File: src/rtl/elevator_pkg.sv
`default_nettype none
// ============================================================================
// Module   : elevator_pkg
// Purpose  : Direction codes and scheduler state shared by the car and floorLight.
// Revision : 1.0
// ============================================================================
package elevator_pkg;

    typedef enum logic [1:0] {
        DIR_IDLE = 2'b00,
        DIR_DOWN = 2'b01,
        DIR_UP   = 2'b10
    } dir_t;

    typedef enum logic [1:0] {
        IDLE      = 2'b00,
        MOVE_UP   = 2'b01,
        MOVE_DOWN = 2'b10,
        DOOR_OPEN = 2'b11
    } state_t;

    function automatic dir_t dir_of_state(input state_t s);
        case (s)
            MOVE_UP:   return DIR_UP;
            MOVE_DOWN: return DIR_DOWN;
            default:   return DIR_IDLE;
        endcase
    endfunction

endpackage
`default_nettype wire

File: src/rtl/elevator_timer.sv
`default_nettype none
// ============================================================================
// Module   : elevator_timer
// Purpose  : Loadable down-counter; done while the count sits at zero.
// Revision : 1.0
// ============================================================================
module elevator_timer #(
    parameter int WIDTH = 4
) (
    input  logic             clk,
    input  logic             reset,
    input  logic             load,
    input  logic [WIDTH-1:0] load_val,
    input  logic             en,
    output logic             done
);

    logic [WIDTH-1:0] cnt_q;

    always_ff @(posedge clk or negedge reset) begin
        if (!reset) begin
            cnt_q <= '0;
        end else if (load) begin
            cnt_q <= load_val;
        end else if (en && (cnt_q != '0)) begin
            cnt_q <= cnt_q - 1'b1;
        end
    end

    assign done = (cnt_q == '0);

endmodule
`default_nettype wire

File: src/rtl/elevator_scheduler.sv
`default_nettype none
// ============================================================================
// Module   : elevator_scheduler
// Purpose  : SCAN car controller with request latch, travel and door timers.
// Revision : 1.0
// ============================================================================
module elevator_scheduler
    import elevator_pkg::*;
#(
    parameter int NUM_FLOORS    = 4,
    parameter int TRAVEL_CYCLES = 8,
    parameter int DOOR_CYCLES   = 4
) (
    input  logic                          clk,
    input  logic                          reset,
    input  logic [NUM_FLOORS-1:0]         req,
    output logic [$clog2(NUM_FLOORS)-1:0] cur_floor,
    output logic [NUM_FLOORS-1:0]         floor_onehot,
    output logic [1:0]                    direction,
    output logic                          door_open,
    output logic [NUM_FLOORS-1:0]         pending,
    output logic                          above,
    output logic                          below
);

    localparam int FLOOR_W  = $clog2(NUM_FLOORS);
    localparam int TRAVEL_W = $clog2(TRAVEL_CYCLES + 1);
    localparam int DOOR_W   = $clog2(DOOR_CYCLES + 1);

    localparam logic [TRAVEL_W-1:0] c_TRAVEL_LOAD = TRAVEL_W'(TRAVEL_CYCLES - 1);
    localparam logic [DOOR_W-1:0]   c_DOOR_LOAD   = DOOR_W'(DOOR_CYCLES - 1);
    localparam logic [FLOOR_W-1:0]  c_TOP_FLOOR   = FLOOR_W'(NUM_FLOORS - 1);

    state_t                 state_q, state_d;
    dir_t                   last_dir_q, last_dir_d;
    logic [FLOOR_W-1:0]     cur_floor_q, cur_floor_d;
    logic [NUM_FLOORS-1:0]  pending_q, pending_d;

    logic [NUM_FLOORS-1:0]  w_eff;
    logic [NUM_FLOORS-1:0]  w_above_mask;
    logic [NUM_FLOORS-1:0]  w_below_mask;
    logic [FLOOR_W-1:0]     w_step_floor;
    logic                   w_eff_above;
    logic                   w_eff_below;
    logic                   w_ahead;
    logic                   w_behind;
    logic                   w_scan_go;
    logic                   w_travel_load;
    logic                   w_travel_done;
    logic                   w_door_load;
    logic                   w_door_done;

    always_comb begin
        w_above_mask = '0;
        w_below_mask = '0;
        for (int i = 0; i < NUM_FLOORS; i++) begin
            w_above_mask[i] = (FLOOR_W'(i) > cur_floor_q);
            w_below_mask[i] = (FLOOR_W'(i) < cur_floor_q);
        end
    end

    // Fresh requests count in the same cycle they arrive.
    assign w_eff        = pending_q | req;
    assign w_eff_above  = |(w_eff & w_above_mask);
    assign w_eff_below  = |(w_eff & w_below_mask);
    assign w_ahead      = (last_dir_q == DIR_UP) ? w_eff_above : w_eff_below;
    assign w_behind     = (last_dir_q == DIR_UP) ? w_eff_below : w_eff_above;
    assign w_step_floor = (state_q == MOVE_DOWN) ? (cur_floor_q - 1'b1) : (cur_floor_q + 1'b1);

    always_comb begin
        state_d       = state_q;
        cur_floor_d   = cur_floor_q;
        last_dir_d    = last_dir_q;
        w_travel_load = 1'b0;
        w_door_load   = 1'b0;
        w_scan_go     = 1'b0;

        case (state_q)
            IDLE: begin
                if (w_eff[cur_floor_q]) begin
                    state_d     = DOOR_OPEN;
                    w_door_load = 1'b1;
                end else begin
                    w_scan_go = 1'b1;
                end
            end
            MOVE_UP, MOVE_DOWN: begin
                if (w_travel_done) begin
                    cur_floor_d = w_step_floor;
                    if (w_eff[w_step_floor]) begin
                        state_d     = DOOR_OPEN;
                        w_door_load = 1'b1;
                    end else begin
                        w_travel_load = 1'b1;
                    end
                end
            end
            DOOR_OPEN: begin
                // A re-press of this floor holds the door rather than latching.
                if (req[cur_floor_q]) begin
                    w_door_load = 1'b1;
                end else if (w_door_done) begin
                    w_scan_go = 1'b1;
                end
            end
            default: state_d = IDLE;
        endcase

        if (w_scan_go) begin
            if (w_ahead) begin
                state_d       = (last_dir_q == DIR_UP) ? MOVE_UP : MOVE_DOWN;
                w_travel_load = 1'b1;
            end else if (w_behind) begin
                state_d       = (last_dir_q == DIR_UP) ? MOVE_DOWN : MOVE_UP;
                last_dir_d    = (last_dir_q == DIR_UP) ? DIR_DOWN : DIR_UP;
                w_travel_load = 1'b1;
            end else begin
                state_d = IDLE;
            end
        end
    end

    always_comb begin
        pending_d = pending_q | req;
        if (state_d == DOOR_OPEN) begin
            pending_d[cur_floor_d] = 1'b0;
        end
    end

    always_ff @(posedge clk or negedge reset) begin
        if (!reset) begin
            state_q     <= IDLE;
            last_dir_q  <= DIR_UP;
            cur_floor_q <= '0;
            pending_q   <= '0;
        end else begin
            state_q     <= state_d;
            last_dir_q  <= last_dir_d;
            cur_floor_q <= cur_floor_d;
            pending_q   <= pending_d;
        end
    end

    elevator_timer #(
        .WIDTH (TRAVEL_W)
    ) u_travel_timer (
        .clk      (clk),
        .reset    (reset),
        .load     (w_travel_load),
        .load_val (c_TRAVEL_LOAD),
        .en       ((state_q == MOVE_UP) || (state_q == MOVE_DOWN)),
        .done     (w_travel_done)
    );

    elevator_timer #(
        .WIDTH (DOOR_W)
    ) u_door_timer (
        .clk      (clk),
        .reset    (reset),
        .load     (w_door_load),
        .load_val (c_DOOR_LOAD),
        .en       (state_q == DOOR_OPEN),
        .done     (w_door_done)
    );

    a_floor_range: assert property (@(posedge clk) disable iff (!reset) cur_floor_q <= c_TOP_FLOOR);

    assign cur_floor    = cur_floor_q;
    assign floor_onehot = {{(NUM_FLOORS-1){1'b0}}, 1'b1} << cur_floor_q;
    assign direction    = dir_of_state(state_q);
    assign door_open    = (state_q == DOOR_OPEN);
    assign pending      = pending_q;
    assign above        = |(pending_q & w_above_mask);
    assign below        = |(pending_q & w_below_mask);

endmodule
`default_nettype wire

File: config.mk
export PLATFORM = sky130hd
export DESIGN_NAME = elevator_scheduler
export DESIGN_NICKNAME = d
export VERILOG_FILES = /design/src/rtl/elevator_pkg.sv /design/src/rtl/elevator_timer.sv /design/src/rtl/elevator_scheduler.sv
export SDC_FILE = /design/constraint.sdc
export NUM_CORES = 1
export LEC_CHECK = 0
export BUFFER_PORTS_ARGS = -buffer_cell sky130_fd_sc_hd__clkbuf_2
export CAP_MARGIN = 20
export CORE_AREA = 2 2 52 54
export CTS_CLUSTER_SIZE = 30
export DETAILED_ROUTE_END_ITERATION = 7
export DIE_AREA = 0 0 54 56
export GPL_TIMING_DRIVEN = 0
export PLACE_DENSITY = 0.89
export SLEW_MARGIN = 0
export SYNTH_ARGS = -nofsm -noshare
export SYNTH_HDL_FRONTEND = slang
export SYNTH_HIERARCHICAL = 1
export SYNTH_SLANG_ARGS = --single-unit
File: constraint.sdc
create_clock -name clk -period 3.3 [get_ports clk]
set_clock_uncertainty 0.15 [all_clocks]
set_input_delay 0.165 -clock clk [delete_from_list [all_inputs] [get_ports clk]]
set_output_delay 0.165 -clock clk [all_outputs]
set_load 0.03 [all_outputs]
==> results.toml <==
[status]
status = "finished, final reports clean"

[final_layout]
fin_util = 0.642
antenna_cells = 0
n_fill_cell = 209
syn2layout_area_growth_pct = 16.9
final_cell_area_um2 = 1560
drive_above_1_share = 0.228
nets = 190

[die]
io_pins = 21
die_w_um = 54
dieArea_um2 = 3020
rows = 18
die_h_um = 56
core_area_um2 = 2430
start_util = 0.549

[drt]
wl_met3_um = 158
drtPass1Iterations = 4
top_layer_used = "met4"
vias = 1205
drt-met1-wl_um = 1390
drtAntennaViolNets = 0
avgRoutedWirePerCell_um = 15.7
drt_iter0_markers = 47
drcViolationCount = 0
drt_wl_total_um = 3160
wl_met2_um = 1570
avgViaCountPerCell = 6.00

[grt]
first_global_vias = 1166
grt-ovfl-total = 0
grt_first_pass_wirelength_um = 5180
grt_max_degree = 18
antenna_found_initial = 0
track_usage = 0.228

[clock_tree]
clkTransAtPathRegs_ps = 110
post_cts_buffers = 0
clk-insertion-delay-late_ps = 300
cts_max_path_buffers = 2
cts-root-buf = "clkbuf_4"
cts_made_buffers = 3
htree_levels = 1
cts.sinks = 17
tritoncts = "yes"

[worst_hold_path]
holdCritPathClass = "in -> reg"

[sta]
tns_ps = 0
worstMarginPinSlew_ps = 855
layout_setup_ws_ps = 204
fin_crit_ps = 3100
rsz0062_at_grt = "false"
max_freq_mhz = 323
slew_headroom = 0.430
finalCritPeriodShare = 0.938
setup_viol = 0
hold_viol_final = 0
slew_viol_final = 0

[setup_path]
start_kind = "register"
end_kind = "register"
crit_type = "reg -> reg"
path_cells = "inv_2, ha_1, xnor2_1, mux4_1, nand3_1, a31oi_2, or4b_1, o311ai_1"
cp_max_fo = 9
slowest_stage = "mux4_1"
max_stage_delay_ps = 650
crit_required_ps = 3340
arrival_ps = 3130

[yosys]
yosys.area_share.simple = 0.216
synth_xor_area_frac = 0.0131
netlist_area_um2 = 1340
ys_types = 50
yosysSeqAreaShare = 0.319
synth_top_family_by_area = "simple AND/OR/NAND/NOR gates"
synthAdderAreaFrac = 0.112
synth_edf_count = 0
ys_seq_elements = 17
muxShareOfSynthArea = 0.0637
synthesis.instances = 139
async_reset_ff_frac = 1.00
ys.flop_type = "dfrtp_1"
synth_compound_area_frac = 0.213
ys_warn_count = 6
syn_avg_cell_area_um2 = 9.61

[power_and_ir_drop]
p_total_uw = 1730
pwr_density_cell_nw_per_um2 = 1110
power.leakage_uw = 0.000675
ir_drop_uv = 677

[placed_design]
place_hpwl_um = 2410
dpl_worst_slack_ps = 109
gp_congestion = 0.931
place_area_um2 = 1490
port_buffers = 20

[job]
drv_cap = 0
-- synthesized netlist by cell type, drive strengths merged, types with 2 or more instances --
| cell | count | area share |
|---|---|---|
| nand3 | 3 | 0.011 |
| a41oi | 4 | 0.026 |
| nor3 | 2 | 0.0075 |
| nand2 | 10 | 0.028 |
| xnor2 | 2 | 0.013 |
| a21oi | 3 | 0.011 |
| a211oi | 2 | 0.015 |
| conb | 2 | 0.0056 |
| nor4 | 2 | 0.0094 |
| o211ai | 3 | 0.021 |
| dfrtp | 16 | 0.30 |
| buf | 2 | 0.017 |
| o21ai | 8 | 0.030 |
| nor2 | 12 | 0.034 |
| mux4 | 3 | 0.056 |
| a221o | 3 | 0.022 |
| nor2b | 5 | 0.023 |
| inv | 14 | 0.039 |
| ha | 12 | 0.11 |
| or4b | 3 | 0.022 |
| or2 | 4 | 0.021 |
| nor3b | 2 | 0.015 |
| o311ai | 2 | 0.013 |
-- worst max-delay path, delay by kind of cell (launching register included) --
kind / cells / cell delay (ps)
xor+xnor: 1 / 240
buf+inv: 1 / 140
flops: 1 / 480
simple gates: 2 / 770
mux: 1 / 650
fa+ha+maj: 1 / 260
compound gates: 2 / 300
-- metrics by stage --
step | hold WS (ps) | cells
3_5_place_dp | -25.3 | 194
5_1_grt | 67.9 | 201
2_1_floorplan | -281 | 144
6_report | 31.3 | 201
4_1_cts | 17.2 | 201
3_3_place_gp | -30.2 | 194
-- state kept, by name, summed over array words and instances, names as in the netlist --
name	cells
u_door_timer/cnt_q	3
cur_floor	2
last_dir_q	2
pending	4
u_travel_timer/cnt_q	4
state_q	2
-- power by group --
part	internal (µW)	switching [µW]	total (µW)
clock network	46.2	70.8	117
logic	465	737	1200
registers	306	108	414
total	818	915	1730
-- cells by family (layout without fill, tap and decap cells) --
family,Yosys count,after routing
DFF,17,17
buffers and inverters,16,43
AOI/OAI and AO/OA,36,36
and+or+nand+nor,50,50
muxes,4,4
adders and majority gates,12,12
xor gates and xnor gates,2,2
other,2,7
-- final cells by class --
type / instances / area [µm²] / share of cell area
multi-input cells: 111 / 860 / 0.550
flip-flops and latches: 17 / 429 / 0.275
repair buffers: 23 / 130 / 0.0833
inverters: 14 / 52.6 / 0.0337
well taps: 30 / 37.5 / 0.0240
clock buffers: 3 / 22.5 / 0.0144
plain buffers: 2 / 22.5 / 0.0144
clock inverters: 1 / 7.51 / 0.00481
-- layer usage --
metal  track usage  up-vias
li1              -      575
met4        0.0714        0
met2         0.375       37
met5             0        -
met1         0.305      587
met3        0.0296        6
-- layout by cell type (no fill, tap or decap), types with 2 or more instances in the layout --
| master | Yosys | final |
|---|---|---|
| or4b_1 | 3 | 3 |
| nand2_1 | 10 | 10 |
| inv_2 | 0 | 2 |
| dfrtp_1 | 16 | 14 |
| o21ai_0 | 7 | 7 |
| clkbuf_4 | 0 | 3 |
| o311ai_1 | 2 | 2 |
| o211ai_1 | 2 | 2 |
| xnor2_1 | 2 | 2 |
| a221o_1 | 3 | 3 |
| a41oi_1 | 4 | 4 |
| a21oi_1 | 3 | 3 |
| mux4_1 | 2 | 2 |
| dfrtp_2 | 0 | 2 |
| nor3_1 | 2 | 2 |
| ha_1 | 12 | 12 |
| nor2b_1 | 5 | 5 |
| nand3_1 | 3 | 3 |
| inv_1 | 14 | 12 |
| nor2_1 | 12 | 12 |
| conb_1 | 2 | 7 |
| or2_1 | 2 | 2 |
| clkbuf_2 | 0 | 20 |
| buf_6 | 2 | 2 |
| dlygate4sd3_1 | 0 | 3 |
| nor4_1 | 2 | 2 |
-- repair_timing --
action	4_1_cts	5_1_grt
hold buffers	3	0
endpoints found under the setup margin	0	3
endpoints found under the hold margin	19	0
gates resized for setup	0	5
-- final timing paths --
check / startpoint / end / slack, ps / cells after the start
min: req[3] / pending[3]$_DFF_PN0_ / 30 / 3
min in group asynchronous: reset / pending[2]$_DFF_PN0_ / 180 / 2
min reg2reg: last_dir_q[1]$_DFFE_PN1P_ / last_dir_q[1]$_DFFE_PN1P_ / 390 / 2
max in group asynchronous: reset / last_dir_q[1]$_DFFE_PN1P_ / 2490 / 2
max: cur_floor[0]$_DFF_PN0_ / u_door_timer/cnt_q[2]$_DFFE_PN0P_ / 200 / 8
max reg2reg: cur_floor[0]$_DFF_PN0_ / u_door_timer/cnt_q[2]$_DFFE_PN0P_ / 200 / 8
No activity file was read; power rests on OpenSTA's default activity.
